File: src/rtl/branch_resolve_unit.sv
// ---------------------------------------------------------------------------
// branch_resolve_unit
//   Execute-stage branch resolver. Compares each resolved control-flow
//   instruction against the prediction made for it at fetch. It produces a
//   registered front-end redirect and queues BTB training writes in a small
//   deduplicating FIFO. The FIFO drains one entry per cycle while the BTB
//   write port grants.
//
// Optional feature macro: BRU_PERF_CNT_EN
//   When defined, adds the perf_branches, perf_mispredicts and perf_drops
//   counters. Each is 32 bits wide, wraps, and is cleared by rst.
//
// Ports
//   clk, rst          clock; synchronous active-high reset
//   ex_valid          EX holds a resolved control-flow instruction
//   ex_pc             PC of that instruction
//   ex_taken          actual direction
//   ex_target         actual taken target
//   ex_pred_hit       BTB hit recorded at fetch
//   ex_pred_target    BTB target recorded at fetch
//   redirect_valid    one-cycle pulse: fetch restarts at redirect_pc
//   redirect_pc       restart address (holds when redirect_valid=0)
//   btb_wr_valid      head entry available
//   btb_wr_pc         head entry PC (0 when empty)
//   btb_wr_target     head entry target (0 when empty)
//   btb_wr_ready      BTB write port accepts the head this cycle
//   fifo_full         queue occupancy == FIFO_DEPTH
//
// Handshake: the head entry transfers in any cycle where both btb_wr_valid
// and btb_wr_ready are high. btb_wr_valid never depends on btb_wr_ready.
// The head advances at that clock edge.
// ---------------------------------------------------------------------------
module branch_resolve_unit #(
   parameter int FIFO_DEPTH = 4,
   parameter int PTR_W      = $clog2(FIFO_DEPTH)
) (
   input  logic        clk,
   input  logic        rst,
   input  logic        ex_valid,
   input  logic [31:0] ex_pc,
   input  logic        ex_taken,
   input  logic [31:0] ex_target,
   input  logic        ex_pred_hit,
   input  logic [31:0] ex_pred_target,
   output logic        redirect_valid,
   output logic [31:0] redirect_pc,
   output logic        btb_wr_valid,
   output logic [31:0] btb_wr_pc,
   output logic [31:0] btb_wr_target,
   input  logic        btb_wr_ready,
   output logic        fifo_full
`ifdef BRU_PERF_CNT_EN
   ,
   output logic [31:0] perf_branches,
   output logic [31:0] perf_mispredicts,
   output logic [31:0] perf_drops
`endif
);

   localparam logic [PTR_W:0] DEPTH_C = (PTR_W+1)'(FIFO_DEPTH);

   logic [31:0]      pc_mem  [FIFO_DEPTH];
   logic [31:0]      tgt_mem [FIFO_DEPTH];
   logic [PTR_W-1:0] wr_ptr;
   logic [PTR_W-1:0] rd_ptr;
   logic [PTR_W-1:0] tail_ptr;
   logic [PTR_W:0]   count;

   logic target_wrong;
   logic mispredict;
   logic upd_req;
   logic is_empty;
   logic is_full;
   logic deq;
   logic dedup;
   logic enq;

   assign target_wrong = !ex_pred_hit || (ex_pred_target != ex_target);
   assign mispredict   = ex_valid && ((ex_taken && target_wrong) || (!ex_taken && ex_pred_hit));
   // Only taken outcomes train the BTB; there is no invalidate path.
   assign upd_req      = ex_valid && ex_taken && target_wrong;

   assign tail_ptr = wr_ptr - PTR_W'(1);
   assign is_empty = (count == '0);
   assign is_full  = (count == DEPTH_C);

   // The BTB must not see a write in the reset cycle, even when entries are queued.
   assign btb_wr_valid  = !is_empty && !rst;
   assign btb_wr_pc     = is_empty ? 32'd0 : pc_mem[rd_ptr];
   assign btb_wr_target = is_empty ? 32'd0 : tgt_mem[rd_ptr];
   assign fifo_full     = is_full;

   assign deq = btb_wr_valid && btb_wr_ready;

   // Rewrite the newest entry in place when it holds the same PC. The
   // exception is a sole entry that leaves this cycle; that request must
   // enqueue as a new entry instead.
   assign dedup = upd_req && !is_empty && (pc_mem[tail_ptr] == ex_pc) &&
                  !((count == (PTR_W+1)'(1)) && deq);

   // A dequeue in the same cycle frees a slot, so a full queue still accepts.
   assign enq = upd_req && !dedup && (!is_full || deq);

   always_ff @(posedge clk) begin
      if (rst) begin
         redirect_valid <= 1'b0;
         redirect_pc    <= 32'd0;
         wr_ptr         <= '0;
         rd_ptr         <= '0;
         count          <= '0;
      end else begin
         redirect_valid <= mispredict;
         if (mispredict) begin
            redirect_pc <= ex_taken ? ex_target : ex_pc + 32'd4;
         end
         if (deq) begin
            rd_ptr <= rd_ptr + PTR_W'(1);
         end
         if (enq) begin
            wr_ptr <= wr_ptr + PTR_W'(1);
         end
         case ({enq, deq})
            2'b10:   count <= count + (PTR_W+1)'(1);
            2'b01:   count <= count - (PTR_W+1)'(1);
            default: count <= count;
         endcase
      end
   end

   // Storage needs no reset: count gates every read of it.
   always_ff @(posedge clk) begin
      if (!rst) begin
         if (enq) begin
            pc_mem[wr_ptr]  <= ex_pc;
            tgt_mem[wr_ptr] <= ex_target;
         end else if (dedup) begin
            tgt_mem[tail_ptr] <= ex_target;
         end
      end
   end

`ifdef BRU_PERF_CNT_EN
   logic drop;
   assign drop = upd_req && !dedup && is_full && !deq;

   always_ff @(posedge clk) begin
      if (rst) begin
         perf_branches    <= 32'd0;
         perf_mispredicts <= 32'd0;
         perf_drops       <= 32'd0;
      end else begin
         if (ex_valid) begin
            perf_branches <= perf_branches + 32'd1;
         end
         if (mispredict) begin
            perf_mispredicts <= perf_mispredicts + 32'd1;
         end
         if (drop) begin
            perf_drops <= perf_drops + 32'd1;
         end
      end
   end
`endif

endmodule

File: config.mk
export PLATFORM = sky130hd
export DESIGN_NAME = branch_resolve_unit
export DESIGN_NICKNAME = d
export VERILOG_FILES = /design/src/rtl/branch_resolve_unit.sv
export SDC_FILE = /design/constraint.sdc
export NUM_CORES = 1
export LEC_CHECK = 0
export BUFFER_PORTS_ARGS = -buffer_cell sky130_fd_sc_hd__buf_2
export CORE_MARGIN = 10
export CORE_UTILIZATION = 32
export CTS_BUF_LIST = sky130_fd_sc_hd__clkbuf_4
export DETAILED_ROUTE_END_ITERATION = 6
export PLACE_DENSITY = 0.51
export SLEW_MARGIN = 20
export SYNTH_ARGS = -nofsm -noshare
export SYNTH_HDL_FRONTEND = slang
export SYNTH_SLANG_ARGS = --single-unit
export TNS_END_PERCENT = 5
File: constraint.sdc
create_clock -name clk -period 11.7 [get_ports clk]
set_clock_uncertainty 0.15 [all_clocks]
set_input_delay 1.755 -clock clk [delete_from_list [all_inputs] [get_ports clk]]
set_output_delay 1.755 -clock clk [all_outputs]
set_load 0.03 [all_outputs]
; Word-level counts from Yosys, hierarchy flattened
; Memories as Yosys holds them, arrays and structs flattened. A register that Yosys moved wholly into a read port is not among the register bits.
; Cells that the tools add are included.
[totals]
reg_bits = 40
ram_bits = 256
in_bits = 102
wordCells = 63
memories = 2
[op_classes]
n_addsub = 6
eq_ne = 6
mux = 18
n_reduce_logical = 26
[mem_list]
columns = name, words, word_bits, rd, rd_ports_with_merged_regs, write_ports, line_no
row1 = pc_mem, 4, 32, 2, 1, 1, 62  ; logic [31:0] pc_mem [FIFO_DEPTH];
row2 = tgt_mem, 4, 32, 1, 1, 1, 63  ; logic [31:0] tgt_mem [FIFO_DEPTH];
[op_table]
columns = operator, count
row1 = 32-bit 2-to-1 mux, 4
row2 = "32-bit by 3-bit adder with 32-bit output, second input constant", 1
row3 = 32-bit equality test, 1
row4 = 32-bit != test, 1
row5 = 32-bit OR reduction, 1
row6 = 1-bit logical AND, 13
row7 = 2-bit 2-to-1 mux, 5
row8 = 1-bit 2-to-1 mux, 8
row9 = 1-bit logical NOT, 7
row10 = 3-bit case mux with 2 select lines, 1
row11 = "2-bit by 1-bit adder with 2-bit output, second input constant", 2
row12 = "3-bit by 1-bit adder with 3-bit output, second input constant", 1
row13 = "3-bit by 1-bit equality test with 1-bit output, second input constant", 1
row14 = "3-bit equality test, second input constant", 1
row15 = 3-bit logical NOT, 1
row16 = 1-bit logical OR, 3
row17 = "3-bit by 1-bit subtractor with 3-bit output, second input constant", 1
row18 = "2-bit by 1-bit equality test with 1-bit output, second input constant", 1
row19 = "2-bit equality test, second input constant", 1
row20 = 2-bit nonzero test, 1
row21 = "2-bit by 1-bit subtractor with 2-bit output, second input constant", 1

; Longest topological paths before layout
[logic_depth]
depth_word = 15
depth_mapped = 16

; Least setup slack after synthesis
; OpenSTA, ideal clock, no wires.
[synth_timing]
path_type = register -> register
from = register wr_ptr[0]
to = memory tgt_mem[2][0] (enable)
setup_time_ps = 466
arrival_time_ps = 5465
slack_ps = 5620
stages_incl_launch_ff = 17
path_buffers = 7
period_less_slack_ps = 6080
cell_sequence = dfxtp_1 -> buf_6 -> buf_6 -> buf_6 -> buf_4 -> inv_1 -> ha_1 -> buf_2 -> clkbuf_1 -> clkbuf_1 -> mux4_2 -> xnor2_1 -> nand4_1 -> nor3_2 -> a21oi_1 -> nand2_1 -> o21ai_0
[synth_via]
elab_chain_cells = 13
[synth_rtl]
columns = element, line_no
row1 = "start, declared", 64  ; logic [PTR_W-1:0] wr_ptr;
row2 = "start signal, assigned", 120  ; wr_ptr <= wr_ptr + PTR_W'(1);
row3 = 2-bit by 1-bit subtractor with 2-bit output *, 83  ; assign tail_ptr = wr_ptr - PTR_W'(1);
row4 = net tail_ptr[0], 66  ; logic [PTR_W-1:0] tail_ptr;
row5 = memory read 4 x 32 bit, n/a
row6 = 32-bit equality test, 98  ; assign dedup = upd_req && !is_empty && (pc_mem[tail_ptr] == ex_pc) &&
row7 = 1-bit logical AND (2 in series), 98
row8 = 1-bit logical NOT, 102  ; assign enq = upd_req && !dedup && (!is_full || deq);
row9 = 1-bit logical AND (2 in series), 102
row10 = 1-bit 2-to-1 mux, 133  ; if (enq) begin
row11 = 1-bit 2-to-1 mux, 132  ; if (!rst) begin
row12 = 1-bit 2-to-1 mux (not written as such), 137  ; tgt_mem[tail_ptr] <= ex_target;
row13 = 32-bit OR reduction (no source line), n/a
row14 = 2-bit 2-to-1 mux (no source line) or 1-bit 2-to-1 mux (tied branches), n/a
row15 = "end, declared", 63
; Mark *: on every way through the listed nets, which the timed path passes. The rest lies on a longest branch.

; Final worst setup path
[layout_timing]
from = register wr_ptr[0]
to = memory tgt_mem[1][17] (enable)
; The elaborated chain is that of the path after synthesis.

==> results.json <==
{
  "seqCellArea_um2": 8537,
  "die_h_um": 229.0,
  "syn_avg_cell_area_um2": 15.03,
  "netlist-cell-type-count": 52,
  "max-slew-margin-rel": 0.3019,
  "syn_inst": 930,
  "netlist_area_um2": 13970,
  "routed_wl_um": 41990,
  "synth_edf_count": 256,
  "portBuffers": 200,
  "wl_per_cell_um": 22.97,
  "layout_setup_ws_ns": 6.500,
  "drtAntennaViolNets": 0,
  "htreeDepth": 3,
  "drt_first_pass_iters": 5,
  "place.gp.congestion": 0.7557,
  "cts_sinks": 298,
  "min_period_over_period": 0.4444,
  "crit_path_start_kind": "flip-flop",
  "cts_root_buffer": "clkbuf_4",
  "synth_fp_nets": 1041,
  "yosysWarnings": 0,
  "start_util": 0.3237,
  "outcome": "finished clean",
  "stdcell_area_um2": 16690,
  "rows": 76,
  "slew_violations": 0,
  "ys.flop_type": "edfxtp_1",
  "place_hpwl_um": 29240,
  "grt_use_total": 0.1565,
  "vias_per_cell": 4.934,
  "cap_violations": 0,
  "vias": 9020,
  "grt_pass1_vias": 9591,
  "hold_buffers": 0,
  "clk_path_buf_depth": 3,
  "cts-resized-gates": 0,
  "setup_tns_ns": 0,
  "fmax_mhz": 192.3,
  "postCtsSetupBuffers": 0,
  "clk_latency_ns": 0.71,
  "fin_util": 0.3865,
  "power.total_mw": 2.833,
  "fin_nets": 1286,
  "drive_gt1_frac": 0.3642,
  "numCtsBuffers": 81,
  "power.density_nw_per_um2": 169.7,
  "die_x_um": 229.0,
  "coreArea_um2": 43170,
  "grt_pass1_wl_um": 62060,
  "overflow": 0,
  "fillCellCount": 4211,
  "synthArstFlopShare": 0,
  "grt_start_max_net_pins": 66,
  "yosys_register_bits": 298,
  "post_dp_cell_area_um2": 15630,
  "drc_errors": 0,
  "rrSetupSlack_ns": 6.50,
  "cts.clk_slew.worst_paths_ns": 0.07,
  "setup_viol": 0,
  "rsz0062_at_grt": "false",
  "max_slew.worst_pin.slew_ns": 1.038,
  "antenna_found_initial": 6,
  "crit_type": "flip-flop to flip-flop",
  "multiInputGateArea_um2": 5177,
  "yosysSeqAreaShare": 0.6103,
  "path_max_fanout": 33,
  "final-hold-violation-count": 0,
  "period_needed_ns": 5.200,
  "crit_arrival_ns": 5.39,
  "min-delay-path-class": "flip-flop to flip-flop",
  "cp_data_required_time_ns": 11.89,
  "drt_iter0_markers": 712,
  "syn_to_final_growth_pct": 19.42,
  "cp-end-kind": "flip-flop",
  "mostFrequentLayoutCells": "edfxtp_1 (256), buf_2 (200), clkbuf_4 (124), mux4_2 (88), xnor2_1 (67)",
  "layout_commonest_cell": "edfxtp_1",
  "pre_cts_slack_ns": 6.465,
  "io_pins": 201,
  "peakVddDrop_mv": 0.08774,
  "cts_tree": "yes",
  "die_area_um2": 52430,
  "leakage_nw": 5.915
}
-- power by group --
part | internal, mW | leakage, nW | switching (mW)
Clock | 0.488 | 0.625 | 0.437
Combinational | 0.231 | 2.63 | 0.465
Sequential | 1.18 | 2.66 | 0.0304
Total | 1.90 | 5.92 | 0.932
-- final timing paths --
check,from,endpoint,depth (start not counted)
hold reg to reg,redirect_pc[29]$_SDFFE_PP0P_,redirect_pc[29]$_SDFFE_PP0P_,2
hold / removal,redirect_pc[29]$_SDFFE_PP0P_,redirect_pc[29]$_SDFFE_PP0P_,2
setup / recovery,wr_ptr[0]$_SDFFE_PP0P_,tgt_mem[1][17]$_DFFE_PP_,12
setup reg to reg,wr_ptr[0]$_SDFFE_PP0P_,tgt_mem[1][17]$_DFFE_PP_,12
-- cells in the mapped netlist (3+ instances only) --
master,n,area (um2)
o21ai_0,32,160.2
a21oi_1,17,85.08
xor2_1,23,201.4
dfxtp_1,42,840.8
and2_1,8,50.05
and3_1,9,56.30
a31o_1,3,26.28
nand2b_1,3,18.77
nor4_1,4,25.02
buf_1,7,26.28
mux2i_1,47,470.5
edfxtp_1,256,7687
clkbuf_1,41,153.9
nor2_1,60,225.2
xnor2_1,67,586.8
buf_6,4,45.04
nand4_1,15,93.84
nor3_1,10,50.05
nand3_1,16,80.08
nor2b_1,66,412.9
inv_1,14,52.55
nand2_1,48,180.2
o22ai_1,3,18.77
mux4_2,88,1982
o221ai_1,3,26.28
ha_1,9,112.6
-- through the flow --
stage | cells | hold slack, ns
3_3_place_gp | 1677 | 0.2939
3_5_place_dp | 1677 | 0.3036
4_1_cts | 1826 | 0.3121
2_1_floorplan | 930 | 0.3347
6_report | 1828 | 0.3078
5_1_grt | 1827 | 0.3488
-- sequential cells by signal, summed over array words and instances, names as in the netlist, named ones only --
signal / count
pc_mem: 128
tgt_mem: 128
redirect_pc: 32
count: 3
rd_ptr: 2
wr_ptr: 2
redirect_valid: 1
-- worst max-delay path: stages (launching register included) --
cell and delay (ns):
dfxtp_2 0.76, inv_1 0.31, ha_1 0.45, buf_4 0.46, mux4_2 0.40, xor2_1 0.16
nor4_1 0.42, o2111ai_1 0.31, nor4_4 0.27, nand2_1 0.16, nor3_1 0.28, a31o_1 0.20
buf_4 0.45
-- cell type report --
cell class	instances	area share
diodes	2	0.0002999
clock buffers	124	0.05578
clock inverters	25	0.007423
inverters	14	0.003149
multi-input cells	563	0.3103
flip-flops and latches	298	0.5116
well taps	585	0.04386
repair buffers	217	0.06763
-- layer usage --
layer	routed length, um	track usage
met5	63	0
met2	19640	0.2432
met1	18820	0.2110
met3	2983	0.04517
met4	480	0.03869
-- cell families (layout without fill, tap and decap cells) --
logic type,count (synthesis),in the layout,share of synthesized area
DFF,298,298,0.6103
and+or+nand+nor,251,251,0.09321
other,0,2,0
adders and majority gates,9,9,0.008059
muxes,137,137,0.1771
buffers and inverters,69,380,0.02131
AOI/OAI and AO/OA,76,76,0.03358
xor gates and xnor gates,90,90,0.05641
(Power assumes the default switching activity.)
